[config.mk]
export PLATFORM = sky130hd
export DESIGN_NAME = countdown_ctrl
export DESIGN_NICKNAME = d
export VERILOG_FILES = /design/src/rtl/countdown_pkg.sv /design/src/rtl/btn_debounce.sv /design/src/rtl/countdown_ctrl.sv
export SDC_FILE = /design/constraint.sdc
export NUM_CORES = 1
export LEC_CHECK = 0
export ABC_AREA = 1
export CAP_MARGIN = 30
export CORE_ASPECT_RATIO = 0.7
export CORE_MARGIN = 1
export CORE_UTILIZATION = 33
export CTS_BUF_LIST = sky130_fd_sc_hd__clkbuf_16
export DETAILED_ROUTE_END_ITERATION = 8
export SYNTH_ARGS = -nofsm -noshare
export SYNTH_HDL_FRONTEND = slang
export SYNTH_SLANG_ARGS = --single-unit
[constraint.sdc]
create_clock -name clk -period 3.58 [get_ports clk]
set_input_delay 0.537 -clock clk [delete_from_list [all_inputs] [get_ports clk]]
set_output_delay 0.537 -clock clk [all_outputs]
set_load 0.01 [all_outputs]
[src/rtl/countdown_pkg.sv]
// Shared state encoding, LED width and width helper for the countdown sequencer.
// Pure declarations: no logic, no latency, no flow control.
package countdown_pkg;

    typedef enum logic [1:0] {
        ST_IDLE  = 2'd0,
        ST_RUN   = 2'd1,
        ST_PAUSE = 2'd2,
        ST_DONE  = 2'd3
    } state_t;

    localparam int LED_W = 15;

    // Bits needed to hold 0..value-1, never less than one bit.
    function automatic int clog2(input int value);
        int r;
        r = 1;
        while ((1 << r) < value) begin
            r = r + 1;
        end
        return r;
    endfunction

endpackage

[src/rtl/btn_debounce.sv]
// Raw button -> 2-flop sync -> stability counter -> one-cycle pulse on accepted press.
// Press-to-pulse latency 2+DB_CYCLES cycles; no backpressure, release never pulses.
module btn_debounce
    import countdown_pkg::*;
#(
    parameter int DB_CYCLES = 1_000_000
) (
    input  logic clk,
    input  logic rst,
    input  logic btn,
    output logic pulse
);

    localparam int             CW      = clog2(DB_CYCLES);
    localparam logic [CW-1:0]  CNT_MAX = CW'(DB_CYCLES - 1);

    logic          sync_a;
    logic          sync_b;
    logic          stable;
    logic [CW-1:0] cnt;

    always_ff @(posedge clk or posedge rst) begin
        if (rst) begin
            sync_a <= 1'b0;
            sync_b <= 1'b0;
            stable <= 1'b0;
            cnt    <= '0;
            pulse  <= 1'b0;
        end else begin
            sync_a <= btn;
            sync_b <= sync_a;
            pulse  <= 1'b0;
            // Any sample agreeing with the accepted level restarts the stability window.
            if (sync_b == stable) begin
                cnt <= '0;
            end else if (cnt == CNT_MAX) begin
                cnt    <= '0;
                stable <= sync_b;
                pulse  <= sync_b;
            end else begin
                cnt <= cnt + 1'b1;
            end
        end
    end

endmodule

[src/rtl/countdown_ctrl.sv]
// Run/pause/clear sequencer for the MM:SS countdown: debounce, 1 Hz strobe, reload, LED bar.
// load/cnt_en registered one cycle after their cause; no backpressure.
module countdown_ctrl
    import countdown_pkg::*;
#(
    parameter int CLK_HZ      = 100_000_000,
    parameter int TICK_HZ     = 1,
    parameter int DB_CYCLES   = 1_000_000,
    parameter int BLINK_TICKS = 1
) (
    input  logic             clk,
    input  logic             rst,
    input  logic             btn_sp,
    input  logic             btn_clr,
    input  logic             cnt_zero,
    output logic             load,
    output logic             cnt_en,
    output logic [1:0]       state,
    output logic [LED_W-1:0] led
);

    localparam int            DIV       = CLK_HZ / TICK_HZ;
    localparam int            PW        = clog2(DIV);
    localparam logic [PW-1:0] PRESC_MAX = PW'(DIV - 1);
    localparam int            BW        = clog2(BLINK_TICKS);
    localparam logic [BW-1:0] BLINK_MAX = BW'(BLINK_TICKS - 1);

    state_t        st;
    state_t        st_nxt;
    logic          sp_p;
    logic          clr_p;
    logic          tick;
    logic          load_nxt;
    logic          cnt_en_nxt;
    logic          hb;
    logic          phase;
    logic [PW-1:0] presc;
    logic [BW-1:0] bcnt;

    btn_debounce #(.DB_CYCLES(DB_CYCLES)) u_db_sp (
        .clk   (clk),
        .rst   (rst),
        .btn   (btn_sp),
        .pulse (sp_p)
    );

    btn_debounce #(.DB_CYCLES(DB_CYCLES)) u_db_clr (
        .clk   (clk),
        .rst   (rst),
        .btn   (btn_clr),
        .pulse (clr_p)
    );

    assign tick  = ((st == ST_RUN) || (st == ST_DONE)) && (presc == PRESC_MAX);
    assign state = st;

    // Prescaler holds its partial second through PAUSE so resume is seamless.
    always_ff @(posedge clk or posedge rst) begin
        if (rst) begin
            presc <= '0;
        end else begin
            case (st)
                ST_IDLE:  presc <= '0;
                ST_PAUSE: presc <= presc;
                default:  presc <= tick ? '0 : presc + 1'b1;
            endcase
        end
    end

    always_comb begin
        st_nxt     = st;
        load_nxt   = 1'b0;
        cnt_en_nxt = 1'b0;
        case (st)
            ST_IDLE: begin
                if (clr_p) begin
                    load_nxt = 1'b1;
                end else if (sp_p && !cnt_zero) begin
                    st_nxt = ST_RUN;
                end
            end
            ST_RUN: begin
                if (clr_p) begin
                    st_nxt   = ST_IDLE;
                    load_nxt = 1'b1;
                end else if (sp_p) begin
                    st_nxt = ST_PAUSE;
                end else if (tick) begin
                    if (cnt_zero) begin
                        st_nxt = ST_DONE;
                    end else begin
                        cnt_en_nxt = 1'b1;
                    end
                end
            end
            ST_PAUSE: begin
                if (clr_p) begin
                    st_nxt   = ST_IDLE;
                    load_nxt = 1'b1;
                end else if (sp_p) begin
                    st_nxt = ST_RUN;
                end
            end
            default: begin
                if (clr_p || sp_p) begin
                    st_nxt   = ST_IDLE;
                    load_nxt = 1'b1;
                end
            end
        endcase
    end

    always_ff @(posedge clk or posedge rst) begin
        if (rst) begin
            st     <= ST_IDLE;
            load   <= 1'b0;
            cnt_en <= 1'b0;
        end else begin
            st     <= st_nxt;
            load   <= load_nxt;
            cnt_en <= cnt_en_nxt;
        end
    end

    // Heartbeat follows cnt_en; blink phase starts lit and flips every BLINK_TICKS ticks.
    always_ff @(posedge clk or posedge rst) begin
        if (rst) begin
            hb    <= 1'b0;
            phase <= 1'b0;
            bcnt  <= '0;
        end else begin
            if (st_nxt == ST_IDLE) begin
                hb <= 1'b0;
            end else if (cnt_en_nxt) begin
                hb <= ~hb;
            end

            if ((st != ST_DONE) && (st_nxt == ST_DONE)) begin
                phase <= 1'b1;
                bcnt  <= '0;
            end else if ((st == ST_DONE) && tick) begin
                if (bcnt == BLINK_MAX) begin
                    bcnt  <= '0;
                    phase <= ~phase;
                end else begin
                    bcnt <= bcnt + 1'b1;
                end
            end
        end
    end

    always_comb begin
        led = '0;
        case (st)
            ST_RUN:   led = {{(LED_W-1){1'b0}}, hb};
            ST_PAUSE: led = LED_W'(1);
            ST_DONE:  led = {LED_W{phase}};
            default:  led = '0;
        endcase
    end

endmodule

# After elaboration in Yosys (flattened, before gate mapping)
# Cells that the tools add are included.
dict set report op_classes {
  n_addsub 4
  n_mul 0
  div 0
  magnitude_cmp 0
  eq_ne 11
  n_shift 0
  muxes 37
  bitwise_logic 4
  reduce_logical 15
}
# operator count
set op_table {}
lappend op_table {{$mux 20} 4}
lappend op_table {{$pmux 27 s2} 1}
lappend op_table {{$pmux 15 s3} 1}
lappend op_table {{$add 20x1->20 const B} 2}
lappend op_table {{$eq 20x20->1 const B} 2}
lappend op_table {{$add 27x1->27 const B} 1}
lappend op_table {{$eq 27x27->1 const B} 1}
lappend op_table {{$mux 27} 1}
lappend op_table {{$mux 1} 20}
lappend op_table {{$mux 2} 9}
lappend op_table {{$eq 2x2->1 const B} 3}
lappend op_table {{$pmux 2 s3} 1}
lappend op_table {{$reduce_and 2->1} 3}
lappend op_table {{$logic_and 1x1->1} 4}
lappend op_table {{$logic_not 2->1} 2}
lappend op_table {{$not 1->1} 4}
lappend op_table {{$reduce_bool 2->1} 2}
lappend op_table {{$reduce_or 3->1} 1}
lappend op_table {{$eq 1x1->1} 2}
lappend op_table {{$eq 2x1->1 const B} 1}
lappend op_table {{$logic_or 1x1->1} 2}
lappend op_table {{$ne 2x1->1 const B} 1}
lappend op_table {{$ne 2x2->1 const B} 1}
lappend op_table {{$add 1x1->1 const B} 1}
lappend op_table {{$logic_not 1->1} 1}
dict set report totals {
  ff_bits 82
  latchBits 0
  ramBits 0
  romBits 0
  in_bits 5
  out_inout_bits 19
  elab_cells 88
  n_memories 0
}

# Longest topological paths before layout
# Gate-level depths: netlist (run 1).
dict set report depth {
  depth_word 11
  mapped_depth 11
  mapped_depth_nobuf 11
}

# Modules after synthesis
# Synthesis (run 1) repeated with hierarchy kept, for this count alone.
dict set report unflattened {
  hier_cells 616
  hier_area_um2 4802.1
}
# mod n_inst cells_each area_per_inst_um2 seq_area_each_um2
set by_module_without_submodules {}
lappend by_module_without_submodules {btn_debounce 2 164 1298.7 600.6}
lappend by_module_without_submodules {countdown_ctrl 1 288 2204.6 825.8}

# Least setup slack after synthesis (run 1)
# OpenSTA, ideal clock, no wires.
dict set report synth_path {
  path_type {reg-to-output}
  start {register st[0] (netlist: state[0])}
  end {output led[10]}
  t_arrival_ns 1.476
  required_ns 3.043
  path_slack_ns 1.567
  path_stages_with_launch 4
  path_cell_list {dfrtp_1 > nand2_1 > nor2_1 > buf_4}
}
dict set report synth_via {
  elab_chain_cells 2
  elab_cells_between_ends 4
}
# element line
set synth_lines {}
lappend synth_lines {{from (decl)} countdown_ctrl.sv:28} ;# state_t st;
lappend synth_lines {{from (signal assigned)} countdown_ctrl.sv:119} ;# st <= st_nxt;
lappend synth_lines {{$eq 2x2->1 or $eq 2x1->1 (tied branches)} countdown_ctrl.sv:154} ;# case (st)
lappend synth_lines {{$pmux 15 s3 *} countdown_ctrl.sv:154}
lappend synth_lines {{to (decl)} countdown_ctrl.sv:19} ;# output logic [LED_W-1:0] led
# Every way passes the cells marked *; elsewhere a longest branch is shown, timed or not.

# Worst setup path after layout (run 1)
dict set report layout_path {
  start {register st[0] (netlist: state[0])}
  end {output led[0]}
}
# Same word-level chain as after synthesis.

==> results of run 1 <==
-- metal layers --
layer | GRT usage | wire, um
met4 | 0.05045 | 147
met3 | 0.04294 | 578
met5 | 0 | 0
met2 | 0.2398 | 4398
met1 | 0.2226 | 5217
-- cell usage in the layout, fill, tap and decap left out, types with 11 or more instances in the layout --
cell type        instances
a21oi_1                 11
clkdlybuf4s50_1         23
dfrtp_1                 81
inv_1                   83
nand2_1                152
nand3_1                 49
nand4_1                 16
nor2_1                  97
nor3_1                  23
o21ai_0                 22
xor2_1                  20
-- area by class of cell --
type | instances | share of cell area
Inverter | 86 | 0.06127
Tap cell | 185 | 0.04377
Sequential cell | 81 | 0.3832
Multi-Input combinational cell | 435 | 0.3941
Clock buffer | 9 | 0.04258
Clock inverter | 7 | 0.02342
Timing Repair Buffer | 27 | 0.05157
-- registers in the layout (all words and copies together) (netlist names) --
name and cells:
state 2, u_db_clr.sync_a 1, u_db_clr.stable 1, u_db_clr.cnt 20
cnt_en 1, hb 1, u_db_sp.pulse 1, u_db_clr.sync_b 1
u_db_sp.stable 1, u_db_sp.sync_b 1, phase 1, load 1
u_db_sp.cnt 20, presc 27, u_db_sp.sync_a 1, u_db_clr.pulse 1
-- through the flow --
step | util | area, um^2 | hold slack, ns | setup slack [ns] | instances
2_1_floorplan | - | 4557 | 0.3312 | 0.9629 | 619
3_3_place_gp | 0.3695 | 4920 | 0.3357 | 1.122 | 813
3_5_place_dp | 0.3711 | 4940 | 0.3397 | 1.031 | 814
4_1_cts | 0.3973 | 5289 | 0.3546 | 0.6497 | 830
5_1_grt | 0.3973 | 5289 | 0.3600 | 0.4849 | 830
6_report | 0.3973 | 5289 | 0.3520 | 0.6970 | 830
-- worst register-to-register path, stage by stage, from the launching register on --
cell and delay [ns]:
dfrtp_1 0.41, ha_1 0.22, nand3_2 0.15, inv_2 0.08, nand2_2 0.12, nor2_4 0.17
nand2_2 0.08, nand2_2 0.23, inv_2 0.22, nand3_1 0.13, o21ai_0 0.09
-- cell families after synthesis --
family,after synthesis,synth area share
flops,81,0.4448
fa+ha+maj,3,0.008238
simple gates,360,0.3443
compound gates,46,0.05492
buf+inv,103,0.09775
xor+xnor,26,0.04997
-- where the power goes --
| part | switching [W] | internal (W) |
|---|---|---|
| Clock | 0.000398 | 0.000689 |
| Combinational | 0.0000356 | 0.0000164 |
| Sequential | 0.00000528 | 0.000923 |
| Total | 0.000439 | 0.00163 |
-- final timing paths --
| path | from | end | cells after the start |
|---|---|---|---|
| worst min-delay path | u_db_sp.sync_a$_DFF_PP0_ | u_db_sp.sync_b$_DFF_PP0_ | 0 |
| min in group asynchronous | rst | u_db_clr.cnt[14]$_DFF_PP0_ | 2 |
| worst max-delay path | state[0]$_DFF_PP0_ | led[0] | 5 |
| worst max register to register | presc[0]$_DFFE_PP0N_ | presc[11]$_DFFE_PP0N_ | 10 |
| worst min register to register | u_db_sp.sync_a$_DFF_PP0_ | u_db_sp.sync_b$_DFF_PP0_ | 0 |
| max in group asynchronous | rst | u_db_clr.sync_b$_DFF_PP0_ | 4 |
==> reports/results.ini, run 1 <==
[status]
status = complete, no violations

[floorplanning]
num_rows = 35
die_area_mm2 = 0.01429
pin_count = 24
die_x_um = 142.5
start_util = 0.3423
die_h_um = 100.3
core_area_mm2 = 0.01331

[critical_path]
crit_type = flop to output pin
crit_path_end_kind = output pin
slowest_delay_ns = 0.62
required_ns = 3.04
path_common_cell = nor2_1
arrival_ns = 2.35
critPathMaxFanout = 15
cp-start-kind = flop
critical-path-top-delay-family = simple AND/OR/NAND/NOR gates
rrSetupSlack_ns = 1.55
cp_num_buf_inv = 1
path_cells = nand2_1 > nor2_1 > nor2_1 > o21ai_0 > clkdlybuf4s50_1
cpMaxStageDelayCell = nor2_1

[sta]
post-route-min-period_ns = 2.883
fin_worst_skew_ns = 0.005328
slew_violations = 0
worst_pin_slew_ns = 0.7694
finalSetupTns_ns = 0
max_freq_ghz = 0.3469
finalSetupViolCount = 0
rsz0062_at_grt = false
max_slew_margin = 0.4852
final_hold_viol_count = 0
timing.final.crit_share = 0.8053

[yosys]
synthTopCellsByArea = dfrtp_1, nand2_1, nor2_1
yosys.area.top_type = dfrtp_1
ys_seq_area_frac = 0.4448
synth-seq-cells = 81
postSynthCellCount = 619
yosys_warnings = 0
postSynthAreaPerCell_um2 = 7.362
synth_common_cells = nand2_1, nor2_1, inv_1
netlist_area_mm2 = 0.004557
synthFlopType = dfrtp_1
synth-async-reset-ratio = 1.000
synth_edf_count = 0
synth_fp_nets = 627
yosys.area.top_type_share = 0.4448
synth_cell_types = 32
yosys.cell_count.top_type = nand2_1

[clock_tree]
cts.path.max_buffers = 2
postCtsSetupBuffers = 0
hold_buffers = 0
clock_latency_ns = 0.35
cts_num_sinks = 81
clk_pin_slew_ns = 0.06
ctsResizeCount = 0
root_buffer = clkbuf_16
cts-buffers-inserted = 9
cts_tree = yes
h-tree-depth = 3

[power]
finalPower_w = 0.002067
vdd_drop_max_uv = 261.4
power_density_mw_per_mm2 = 390.8
p_leak_nw = 2.335

[detailed_routing]
dr.pass1.iters = 6
drc = 0
wl_per_cell_um = 12.46
vias_per_cell = 4.794
wirelength_mm = 10.34
vias = 3979
final_antenna_net_count = 0
dr.first_iter.drc_count = 266

[worst_hold_path]
hold_class = flop to flop

[run]
maxCapViolCount = 0

[grt]
grt_pass1_vias = 3778
grt_overflow_total = 0
track_usage = 0.1595
grt_max_degree = 33
antenna_found_initial = 0
grt_pass1_wl_mm = 17.77

[finish]
fill_cells = 1405
area_delta_synth_final_pct = 16.06
nets = 648
drive_gt1_frac = 0.06047
multi_input_area_mm2 = 0.002085
antenna_cells = 0
layout.area.seq_mm2 = 0.002027

[place]
dp_hpwl_mm = 7.719
gp_congestion = 0.8771
portBuffers = 23

(Power assumes the default switching activity.)
==> run 2: changes to the inputs <==
- clock period: 3.58 -> 2.7 ns (I/O delays scaled with it)
==> run 2 against run 1 <==
  * Critical endpoint is now led[12]
  * Clock skew up 0.0034 ns
  * Final area down 1.1%
  * Sequential share of layout area up 0.41 points
==> reports/results.ini, run 2 (same netlist as run 1, synthesis figures left out) <==
[finish]
biggestRegsByFlops = presc x27, u_db_clr.cnt x20, u_db_sp.cnt x20
nets = 650  ; +0.31%
fill_cells = 1397  ; -0.57%
multi_input_area_mm2 = 0.002085  ; unchanged
final_cell_mix = nand2_1, nor2_1, inv_1
mostFrequentLayoutCell = nand2_1
drive_gt1_frac = 0.06182  ; +0.001359
antenna_cells = 0  ; unchanged
largest_reg_flops = 27  ; unchanged
area_delta_synth_final_pct = 14.83
layout.area.seq_mm2 = 0.002027  ; unchanged
top_register = presc
finalCoreUtilization = 0.3930  ; -0.004229

[floorplanning]
die_x_um = 142.5  ; unchanged
start_util = 0.3423  ; unchanged
die_h_um = 100.3  ; unchanged
pin_count = 24  ; unchanged
num_rows = 35  ; unchanged
core_area_mm2 = 0.01331  ; unchanged
die_area_mm2 = 0.01429  ; unchanged

[grt]
grt_overflow_total = 0  ; unchanged
grt_pass1_wl_mm = 17.80  ; +0.12%
grt_pass1_vias = 3625  ; -4.0%
grt_max_degree = 34  ; +3.0%
track_usage = 0.1606  ; +0.001169
antenna_found_initial = 0  ; unchanged

[clock_tree]
clk_pin_slew_ns = 0.06  ; about the same
h-tree-depth = 3  ; unchanged
cts.path.max_buffers = 2  ; unchanged
root_buffer = clkbuf_16
cts_tree = yes
cts-buffers-inserted = 9  ; unchanged
ctsResizeCount = 0  ; unchanged
postCtsSetupBuffers = 0  ; unchanged
hold_buffers = 0  ; unchanged
clock_latency_ns = 0.34  ; about the same
cts_num_sinks = 81  ; unchanged

[sta]
final_hold_viol_count = 0  ; unchanged
finalSetupTns_ns = 0  ; unchanged
max_freq_ghz = 0.4354
fin_worst_skew_ns = 0.008748  ; +0.003421 ns
slew_violations = 0  ; unchanged
rsz0062_at_grt = false
worst_pin_slew_ns = 0.5408  ; -0.2286 ns
finalSetupViolCount = 0  ; unchanged
max_slew_margin = 0.6369  ; +0.1517
post-route-min-period_ns = 2.296
timing.final.crit_share = 0.8505

[detailed_routing]
vias = 3909  ; -1.8%
vias_per_cell = 4.698  ; -2.0%
dr.first_iter.drc_count = 341  ; +28%
wl_per_cell_um = 12.35  ; -0.85%
final_antenna_net_count = 0  ; unchanged
wl_met2_mm = 4.232  ; -3.8%
drc = 0  ; unchanged
dr.pass1.iters = 5  ; -1
wl_met3_um = 501  ; -13%
met1_length_mm = 5.430  ; +4.1%
top_layer = met4
wirelength_mm = 10.28  ; -0.61%

[critical_path]
arrival_ns = 1.89  ; -0.46 ns
required_ns = 2.30  ; -0.74 ns
critPathMaxFanout = 14  ; -1
cp-start-kind = flop
crit_type = flop to output pin
crit_path_end_kind = output pin

[run]
maxCapViolCount = 0  ; unchanged

[power]
power.switching_w = 0.0005733  ; +31%
pwr-share-clk = 0.468  ; -0.058
p_leak_nw = 2.305  ; -1.3%
power_frac_comb = 0.029  ; +0.004
seqPwrFrac = 0.503  ; +0.054
power_density_mw_per_mm2 = 467.5  ; +20%
vdd_drop_max_uv = 362.2  ; +39%
netSwitchingFraction = 0.2344  ; +0.02216
intPower_w = 0.001873  ; +15%

[place]
portBuffers = 23  ; unchanged
gp_congestion = 0.8582  ; -2.2%
dp_hpwl_mm = 7.639  ; -1.0%

[status]
status = complete, no violations

[worst_hold_path]
hold_class = flop to flop

## run 2: layer usage
metal	global-route usage	up-vias
li1	-	1998
met5	0	-
met1	0.2417	1818
met4	0.04632	0
met3	0.04055	9
met2	0.2240	84
## run 2: critical path, stage by stage, from the launching register on
cell	delay, ns
dfrtp_1	0.47
nand2_1	0.16
nor2_1	0.16
buf_4	0.20
clkdlybuf4s50_1	0.56
## run 2: worst paths after layout
path / cells past startpoint / end / slack, ns / from
min in group asynchronous: 2 / presc[11]$_DFFE_PP0N_ / 0.38 / rst
worst min register to register: 0 / u_db_sp.sync_b$_DFF_PP0_ / 0.35 / u_db_sp.sync_a$_DFF_PP0_
worst max-delay path: 4 / led[12] / 0.40 / state[0]$_DFF_PP0_
worst min-delay path: 0 / u_db_sp.sync_b$_DFF_PP0_ / 0.35 / u_db_sp.sync_a$_DFF_PP0_
max in group asynchronous: 3 / presc[21]$_DFFE_PP0N_ / 1.76 / rst
worst max register to register: 8 / u_db_clr.cnt[17]$_DFF_PP0_ / 0.84 / u_db_clr.cnt[0]$_DFF_PP0_
## run 2: power by group through the flow
stage          Clock, W  Sequential [W]  Combinational, W
5_1_grt         0.00123         0.00123         0.0000817
3_5_place_dp          0         0.00125         0.0000731
4_1_cts         0.00119         0.00123         0.0000736
6_report        0.00115         0.00123         0.0000698
3_3_place_gp          0         0.00125         0.0000713
2_1_floorplan         0         0.00125         0.0000444
## run 2: stage by stage
stage	instances	area, um^2	setup slack [ns]	hold slack, ns	power (W)
final	832	5233	0.4035	0.3502	0.002446
after detailed placement	816	4955	0.7592	0.3381	0.001327
after floorplan	619	4557	0.2149	0.3312	0.001296
after global routing	832	5233	0.2784	0.3737	0.002546
after CTS	832	5233	0.3728	0.3538	0.002494
after global placement	816	4955	0.8209	0.3328	0.001324
## run 2: final cells by class
| class | count | share of cell area |
|---|---|---|
| Clock inverter | 7 | 0.01004 |
| Timing Repair Buffer | 29 | 0.05500 |
| Clock buffer | 9 | 0.04304 |
| Inverter | 86 | 0.06193 |
| Tap cell | 185 | 0.04424 |
| Multi-Input combinational cell | 435 | 0.3984 |
| Sequential cell | 81 | 0.3874 |
